### src/rtl/hex_line_parser.sv
// Collects ASCII hex digits from a UART byte stream and emits one word per
// CR/LF-terminated line; malformed or over-long lines are counted and dropped.
module hex_line_parser #(
    parameter int DATA_BITS = 8,
    parameter int DIGITS    = 8
) (
    input  logic                  clk,
    input  logic                  rst,
    input  logic [DATA_BITS-1:0]  i_rx_data,
    input  logic                  i_rx_valid,
    output logic                  o_rx_ready,
    output logic [4*DIGITS-1:0]   o_word,
    output logic                  o_word_valid,
    input  logic                  i_word_ready,
    output logic                  o_err,
    output logic [7:0]            o_err_cnt
);
    localparam int W  = 4 * DIGITS;
    localparam int CW = $clog2(DIGITS + 1);

    typedef enum logic [1:0] {ACCUM, EMIT, DISCARD} state_t;

    state_t          state_q, state_d;
    logic [W-1:0]    acc_q, acc_d;
    logic [CW-1:0]   cnt_q, cnt_d;
    logic [W-1:0]    o_word_q, o_word_d;
    logic            o_word_valid_q, o_word_valid_d;
    logic            o_err_q, o_err_d;
    logic [7:0]      o_err_cnt_q, o_err_cnt_d;

    logic            is_digit;
    logic            is_term;
    logic [3:0]      nibble;
    logic [W+3:0]    shifted;
    logic            rx_fire;
    logic            word_fire;

    always_comb begin
        is_digit = 1'b0;
        nibble   = 4'd0;
        is_term  = (i_rx_data == DATA_BITS'(8'h0D)) || (i_rx_data == DATA_BITS'(8'h0A));
        if (i_rx_data >= DATA_BITS'(8'h30) && i_rx_data <= DATA_BITS'(8'h39)) begin
            is_digit = 1'b1;
            nibble   = 4'(i_rx_data - DATA_BITS'(8'h30));
        end else if (i_rx_data >= DATA_BITS'(8'h41) && i_rx_data <= DATA_BITS'(8'h46)) begin
            is_digit = 1'b1;
            nibble   = 4'(i_rx_data - DATA_BITS'(8'h37));
        end else if (i_rx_data >= DATA_BITS'(8'h61) && i_rx_data <= DATA_BITS'(8'h66)) begin
            is_digit = 1'b1;
            nibble   = 4'(i_rx_data - DATA_BITS'(8'h57));
        end
    end

    // Widened shift so a single-digit configuration needs no special case.
    assign shifted   = {acc_q, nibble};
    assign rx_fire   = i_rx_valid && o_rx_ready;
    assign word_fire = o_word_valid_q && i_word_ready;

    always_comb begin
        state_d        = state_q;
        acc_d          = acc_q;
        cnt_d          = cnt_q;
        o_word_d       = o_word_q;
        o_word_valid_d = o_word_valid_q;
        o_err_d        = 1'b0;
        o_err_cnt_d    = o_err_cnt_q;
        case (state_q)
            ACCUM: begin
                if (rx_fire) begin
                    if (is_digit && cnt_q != CW'(DIGITS)) begin
                        acc_d = shifted[W-1:0];
                        cnt_d = cnt_q + CW'(1);
                    end else if (is_term) begin
                        if (cnt_q != '0) begin
                            o_word_d       = acc_q;
                            o_word_valid_d = 1'b1;
                            state_d        = EMIT;
                        end
                    end else begin
                        o_err_d = 1'b1;
                        if (o_err_cnt_q != 8'hFF) o_err_cnt_d = o_err_cnt_q + 8'd1;
                        state_d = DISCARD;
                    end
                end
            end
            EMIT: begin
                if (word_fire) begin
                    acc_d          = '0;
                    cnt_d          = '0;
                    o_word_valid_d = 1'b0;
                    state_d        = ACCUM;
                end
            end
            DISCARD: begin
                if (rx_fire && is_term) begin
                    acc_d   = '0;
                    cnt_d   = '0;
                    state_d = ACCUM;
                end
            end
            default: state_d = ACCUM;
        endcase
    end

    always_ff @(posedge clk) begin
        if (rst) begin
            state_q        <= ACCUM;
            acc_q          <= '0;
            cnt_q          <= '0;
            o_word_q       <= '0;
            o_word_valid_q <= 1'b0;
            o_err_q        <= 1'b0;
            o_err_cnt_q    <= 8'd0;
        end else begin
            state_q        <= state_d;
            acc_q          <= acc_d;
            cnt_q          <= cnt_d;
            o_word_q       <= o_word_d;
            o_word_valid_q <= o_word_valid_d;
            o_err_q        <= o_err_d;
            o_err_cnt_q    <= o_err_cnt_d;
        end
    end

    assign o_rx_ready   = (state_q != EMIT);
    assign o_word       = o_word_q;
    assign o_word_valid = o_word_valid_q;
    assign o_err        = o_err_q;
    assign o_err_cnt    = o_err_cnt_q;
endmodule
### config.mk
export PLATFORM = sky130hd
export DESIGN_NAME = hex_line_parser
export DESIGN_NICKNAME = d
export VERILOG_FILES = /design/src/rtl/hex_line_parser.sv
export SDC_FILE = /design/constraint.sdc
export NUM_CORES = 1
export LEC_CHECK = 0
export CAP_MARGIN = 40
export CORE_ASPECT_RATIO = 0.75
export CORE_MARGIN = 5
export CORE_UTILIZATION = 52
export DETAILED_ROUTE_END_ITERATION = 8
export PLACE_DENSITY = 0.78
export SETUP_SLACK_MARGIN = 0.1
export SLEW_MARGIN = 20
export SYNTH_ARGS = -nofsm -noshare
export SYNTH_HDL_FRONTEND = slang
export SYNTH_SLANG_ARGS = --single-unit
### constraint.sdc
create_clock -name clk -period 4.47 [get_ports clk]
set_clock_uncertainty 0.05 [all_clocks]
set_input_delay 0.447 -clock clk [delete_from_list [all_inputs] [get_ports clk]]
set_output_delay 0.447 -clock clk [all_outputs]
set_load 0.01 [all_outputs]
==> flow_metrics.py, run 1 <==
metrics = {
    "run_status": {
        "status": "finished clean",
    },
    "yosys": {
        "yosys-top-cells-area": "dfxtp_1, nand2_1, a22o_1, a21oi_1, ha_1",
        "synth_area_sq_um": 3290,
        "syn_area_per_cell_sq_um": 9.10,
        "synth.net_count": 384,
        "synth_flop_cell": "dfxtp_1",
        "postSynth.asyncResetShare": 0,
        "synth-edff-count": 0,
        "yosysTopAreaCellShare": 0.486,
        "ys_warn_count": 0,
        "yosysSeqAreaShare": 0.486,
        "synth_cell_types": 46,
        "ys_seq_elements": 80,
        "synth_top_area_cell": "dfxtp_1",
        "synthCells": 362,
    },
    "sta": {
        "max_slew_margin": 0.619,
        "slew_viol_final": 0,
        "layout_worst_path_cycle_share": 0.682,
        "holdWs_ps": 408,
        "tns_ps": 0,
        "worst_slack_ps": 1420,
        "worst_pin_slew_ps": 563,
        "setup_viol": 0,
        "period_needed_ps": 3050,
        "max_freq_mhz": 328,
        "finalHoldViolCount": 0,
        "rsz0062_at_grt": "no",
    },
    "layout": {
        "utilization": 0.656,
        "stdcell_count": 496,
        "ff_latch_area_sq_um": 1600,
        "insertedDiodeCount": 0,
        "syn_to_final_growth_pct": 24.0,
        "multiInputGateArea_sq_um": 1530,
        "drive_gt1_frac": 0.0795,
        "n_fill_cell": 515,
        "finalNetCount": 432,
        "fin_area_sq_um": 4080,
    },
    "global_routing": {
        "use_met2": 0.273,
        "busiest_layer": "met2",
        "grt-ovfl-total": 0,
        "grt_use_total": 0.183,
        "met3_usage": 0.0509,
        "grt_pass1_wl_mm": 12.0,
        "grt_max_degree": 51,
        "use_met1": 0.260,
        "grt_pass1_vias": 2574,
        "antenna_found_initial": 0,
    },
    "worst_setup_path": {
        "cp_data_arrival_time_ps": 3250,
        "critPathCaptureType": "register",
        "worstPathMaxFanout": 16,
        "critical_path_required_ps": 4670,
        "crit_path_top_delay_cell": "clkdlybuf4s50_1",
        "worstSetupStartpointType": "input port",
        "r2r_slack_ps": 1910,
        "crit_family": "simple AND/OR/NAND/NOR gates",
        "cp_cell_sequence": "clkdlybuf4s50_1 -> inv_1 -> ha_1 -> or3b_1 -> nand4_1 -> nand4b_1 -> nor4_1 -> mux2_2",
        "slowest_delay_ps": 550,
        "crit_type": "input port to register",
        "worst-path-buf-inv": 2,
    },
    "power_and_ir_drop": {
        "worst_ir_drop_vdd_uv": 247,
        "powerDensity_nw_per_um2": 362,
        "p_total_mw": 1.48,
        "p_leak_nw": 1.45,
    },
    "drt": {
        "antenna_left": 0,
        "drtPass1Iterations": 4,
        "wl_per_cell_um": 14.1,
        "drc": 0,
        "num_vias": 2811,
        "drtIter0Drc": 157,
        "wirelength_mm": 7.02,
        "viasPerCell": 5.67,
    },
    "place": {
        "dpl_worst_slack_ps": 1070,
        "gp_congestion": 0.880,
        "dp_cells": 480,
        "place_hpwl_mm": 4.75,
        "placed_cell_area_sq_um": 3850,
        "port_buffers": 54,
    },
    "cts": {
        "clock-sinks": 80,
        "post_cts_buffers": 0,
        "cts_tree": "done",
        "cts-hold-fix-buffers": 0,
        "insertion_delay_ps": 350,
        "clk_pin_slew_ps": 80,
        "cts_buffers": 9,
        "cts-resized-gates": 0,
        "cts-root-buf": "clkbuf_8",
        "htree_levels": 3,
        "clockBufferDepth": 2,
    },
    "die": {
        "initial_core_util": 0.529,
        "die_x_um": 102,
        "die-area_sq_um": 8040,
        "rows": 25,
        "core_area_sq_um": 6220,
        "pin_count": 55,
        "die_h_um": 78.9,
    },
    "job": {
        "max_cap_viol_count": 0,
    },
    "min_path": {
        "hp-class": "register to register",
    },
}
cells in the final DEF, fill, tap and decap left out, drive strengths merged, types with 2 or more instances in the layout:
cell type,synthesis,final
nor3,2,2
a21oi,41,41
a31oi,4,4
nand3,9,9
clkinv,0,3
buf,11,6
o41ai,3,3
o21ai,7,7
nand4,5,5
and3,3,3
nor2b,3,3
or3,2,2
o311ai,3,3
a22o,30,30
mux2,3,3
dfxtp,80,80
bufinv,0,2
inv,14,15
clkbuf,11,10
nand2,74,74
o31ai,6,6
nor2,10,10
nor4,3,3
mux2i,2,2
or4,4,4
or3b,6,6
clkdlybuf4s50,0,53
ha,10,10
cells in the mapped netlist, types with 2 or more instances:
master     n
inv_1     14
o311ai_0   3
nand3_1    9
a21oi_1   40
o21ai_0    7
o31ai_1    6
buf_6      4
nor2_1    10
clkbuf_1  11
or3b_1     4
buf_2      7
o41ai_1    3
ha_1      10
mux2_2     3
nand2_1   74
or3b_2     2
a22o_1    30
or4_1      4
mux2i_1    2
a31oi_1    4
nand4_1    5
dfxtp_1   80
nor2b_1    3
or3_1      2
nor3_1     2
and3_1     3
registers in the layout, summed over array words and instances, names as in the netlist:
| signal | flops |
|---|---|
| o_err_cnt | 8 |
| cnt_q | 4 |
| o_word | 32 |
| state_q | 2 |
| acc_q | 32 |
| o_word_valid | 1 |
| o_err | 1 |
cell type report:
cell class	instances	area share
Clock buffer	10	0.0337
Multi-Input combinational cell	246	0.374
Sequential cell	80	0.392
Tap cell	81	0.0248
Clock inverter	6	0.0224
Timing Repair Buffer	59	0.140
Inverter	14	0.0129
worst reg2reg max path, delay by kind of cell, from the launching register on:
kind / cells / cell delay, ps
DFF: 1 / 370
adders and majority gates: 1 / 220
muxes: 1 / 370
buffers and inverters: 1 / 70
and+or+nand+nor: 4 / 1380
kinds of logic (layout without fill, tap and decap cells):
| group | count (synthesis) | in the layout | synth area share |
|---|---|---|---|
| compound gates | 103 | 103 | 0.214 |
| buf+inv | 36 | 89 | 0.0528 |
| xor+xnor | 1 | 1 | 0.00266 |
| flops | 80 | 80 | 0.486 |
| mux | 5 | 5 | 0.0163 |
| simple gates | 127 | 127 | 0.190 |
| fa+ha+maj | 10 | 10 | 0.0380 |
metal layers:
metal	up-vias	share of wire
met5	-	0
met4	0	0.013
met3	10	0.064
met2	93	0.44
met1	1316	0.49
li1	1392	-
worst paths after layout:
kind	cells after the start	end	from
min	2	o_word[27]$_SDFFE_PP0P_	o_word[27]$_SDFFE_PP0P_
max	8	o_err_cnt[6]$_SDFFE_PP0P_	i_rx_data[1]
min reg2reg	2	o_word[27]$_SDFFE_PP0P_	o_word[27]$_SDFFE_PP0P_
max reg2reg	7	o_err_cnt[6]$_SDFFE_PP0P_	state_q[1]$_SDFFE_PP0P_
power breakdown:
part           total, mW  internal (mW)  switching, mW
sequential         0.726          0.719        0.00706
clock              0.597          0.333          0.264
combinational      0.153         0.0556         0.0976
total               1.48           1.11          0.369
(Power assumes the default switching activity.)
==> run 2, diff against run 1 <==
Clock period 4.47 ns to 3.1 ns, I/O delays scaled along.
==> run 2 against run 1 <==
- via count decreased by 3.9%
- non-clock buffer count increased by 1
- die area did not move
- wire length down 0.63%
- clock-buffer cell count rose by 1
- clock power rose by 10%
- register-to-register slack worse by 1100 ps
- highest routed layer unchanged
- power up 31%
- first-iteration DRC count fell by 22%
- sequential share of layout area rose by 0.55 points
- core utilization down 0.90 points
==> flow_metrics.py, run 2 (same netlist as run 1, synthesis figures left out) <==
metrics = {
    "power_and_ir_drop": {
        "sequentialPowerShare": 0.543,
        "powerDensity_nw_per_um2": 479,
        "worst_ir_drop_vdd_uv": 262,
        "p_leak_nw": 1.41,
        "p_comb_frac": 0.116,
        "intPower_mw": 1.41,
        "clkPwrFrac": 0.341,
        "p_switching_mw": 0.519,
        "switching_share": 0.269,
    },
    "cts": {
        "cts-hold-fix-buffers": 0,
        "clock-sinks": 80,
        "cts-resized-gates": 0,
        "clk_pin_slew_ps": 80,
        "cts-root-buf": "clkbuf_8",
        "cts_buffers": 9,
        "insertion_delay_ps": 340,
        "htree_levels": 3,
        "cts_tree": "done",
        "post_cts_buffers": 0,
        "clockBufferDepth": 2,
    },
    "die": {
        "core_area_sq_um": 6220,
        "die_x_um": 102,
        "die_h_um": 78.9,
        "die-area_sq_um": 8040,
        "pin_count": 55,
        "rows": 25,
        "initial_core_util": 0.529,
    },
    "place": {
        "gp_congestion": 0.836,
        "dpl_worst_slack_ps": 173,
        "port_buffers": 54,
        "dp_cells": 481,
        "place_hpwl_mm": 4.77,
    },
    "sta": {
        "setup_viol": 0,
        "finalHoldViolCount": 0,
        "layout_worst_path_cycle_share": 0.826,
        "worst_slack_ps": 538,
        "max_freq_mhz": 390,
        "rsz0062_at_grt": "no",
        "slew_viol_final": 0,
        "max_slew_margin": 0.619,
        "holdWs_ps": 408,
        "tns_ps": 0,
        "period_needed_ps": 2560,
        "worst_pin_slew_ps": 572,
    },
    "layout": {
        "layout_common_cells": "dfxtp_1, nand2_1, clkdlybuf4s50_1, a21oi_1, a22o_1",
        "utilization": 0.647,
        "stdcell_count": 497,
        "final_common_cell": "dfxtp_1",
        "syn_to_final_growth_pct": 22.3,
        "insertedDiodeCount": 0,
        "finalNetCount": 433,
        "n_fill_cell": 551,
        "drive_gt1_frac": 0.0769,
    },
    "worst_setup_path": {
        "worstPathMaxFanout": 16,
        "slowest_delay_ps": 540,
        "worstSetupStartpointType": "input port",
        "crit_type": "input port to register",
        "critical_path_required_ps": 3290,
        "cp_cell_sequence": "clkdlybuf4s50_1 -> inv_1 -> ha_1 -> or3b_1 -> nand4_1 -> nand4b_1 -> buf_4 -> nor4_1 -> mux2_2",
        "reg2reg_depth": 8,
        "critPathCaptureType": "register",
        "crit_path_top_delay_cell": "clkdlybuf4s50_1",
        "cp_data_arrival_time_ps": 2750,
    },
    "drt": {
        "drc": 0,
        "antenna_left": 0,
        "drtPass1Iterations": 5,
        "wl_per_cell_um": 14.0,
        "wirelength_mm": 6.97,
        "viasPerCell": 5.44,
        "drtIter0Drc": 122,
        "num_vias": 2702,
    },
    "run_status": {
        "status": "finished clean",
    },
    "job": {
        "max_cap_viol_count": 0,
    },
    "global_routing": {
        "grt_pass1_wl_mm": 12.3,
        "grt_pass1_vias": 2682,
        "grt_use_total": 0.188,
        "antenna_found_initial": 0,
        "grt_max_degree": 34,
        "grt-ovfl-total": 0,
    },
    "min_path": {
        "hp-class": "register to register",
        "hold_depth": 2,
    },
}
## run 2: cell count changes in the layout (fill, tap and decap cells not counted)
| cell | delta |
|---|---|
| clkinvlp_4 | +2 |
| clkbuf_1 | +2 |
| inv_6 | -1 |
| bufinv_16 | -2 |
| clkinv_4 | -1 |
| clkinv_2 | +1 |
| clkbuf_8 | -1 |
| buf_4 | +1 |
## run 2: worst max-delay path, delay by kind of cell
| kind | cells | cell delay [ps] |
|---|---|---|
| fa+ha+maj | 1 | 200 |
| buf+inv | 3 | 820 |
| mux | 1 | 360 |
| simple gates | 4 | 1060 |
## run 2: final timing paths
kind | startpoint | endpoint | slack, ps
setup reg to reg | cnt_q[0]$_SDFFE_PP0P_ | acc_q[22]$_SDFFE_PP0P_ | 780
hold / removal | o_word[12]$_SDFFE_PP0P_ | o_word[12]$_SDFFE_PP0P_ | 410
hold reg to reg | o_word[12]$_SDFFE_PP0P_ | o_word[12]$_SDFFE_PP0P_ | 410
setup / recovery | i_rx_data[1] | o_err_cnt[6]$_SDFFE_PP0P_ | 540
## run 2: final cells by class
class | instances | area (sq um) | share of cell area
clock buffers | 11 | 131 | 0.0326
repair buffers | 60 | 581 | 0.144
multi-input cells | 246 | 1530 | 0.379
well taps | 81 | 101 | 0.0252
clock inverters | 5 | 33.8 | 0.00839
inverters | 14 | 52.6 | 0.0130
flip-flops and latches | 80 | 1600 | 0.398
## run 2: power by group through the flow
stage	clock, mW	combinational [mW]	sequential (mW)
global route	0.715	0.253	1.05
floorplan	0	0.164	1.07
detailed placement	0	0.221	1.07
CTS	0.676	0.222	1.05
global placement	0	0.215	1.07
finish	0.657	0.224	1.05
## run 2: metal layers
layer | routed length [um] | part of all wire | track usage
met5 | 0 | 0 | 0
met4 | 24 | 0.0034 | 0.0393
met3 | 415 | 0.060 | 0.0588
met2 | 3060 | 0.44 | 0.297
met1 | 3480 | 0.50 | 0.254
## run 2: stage by stage
| step | area [sq um] | total power, mW |
|---|---|---|
| after floorplan | 3290 | 1.24 |
| after global placement | 3860 | 1.29 |
| after detailed placement | 3860 | 1.29 |
| after CTS | 4030 | 1.95 |
| after global routing | 4030 | 2.02 |
| final | 4030 | 1.93 |
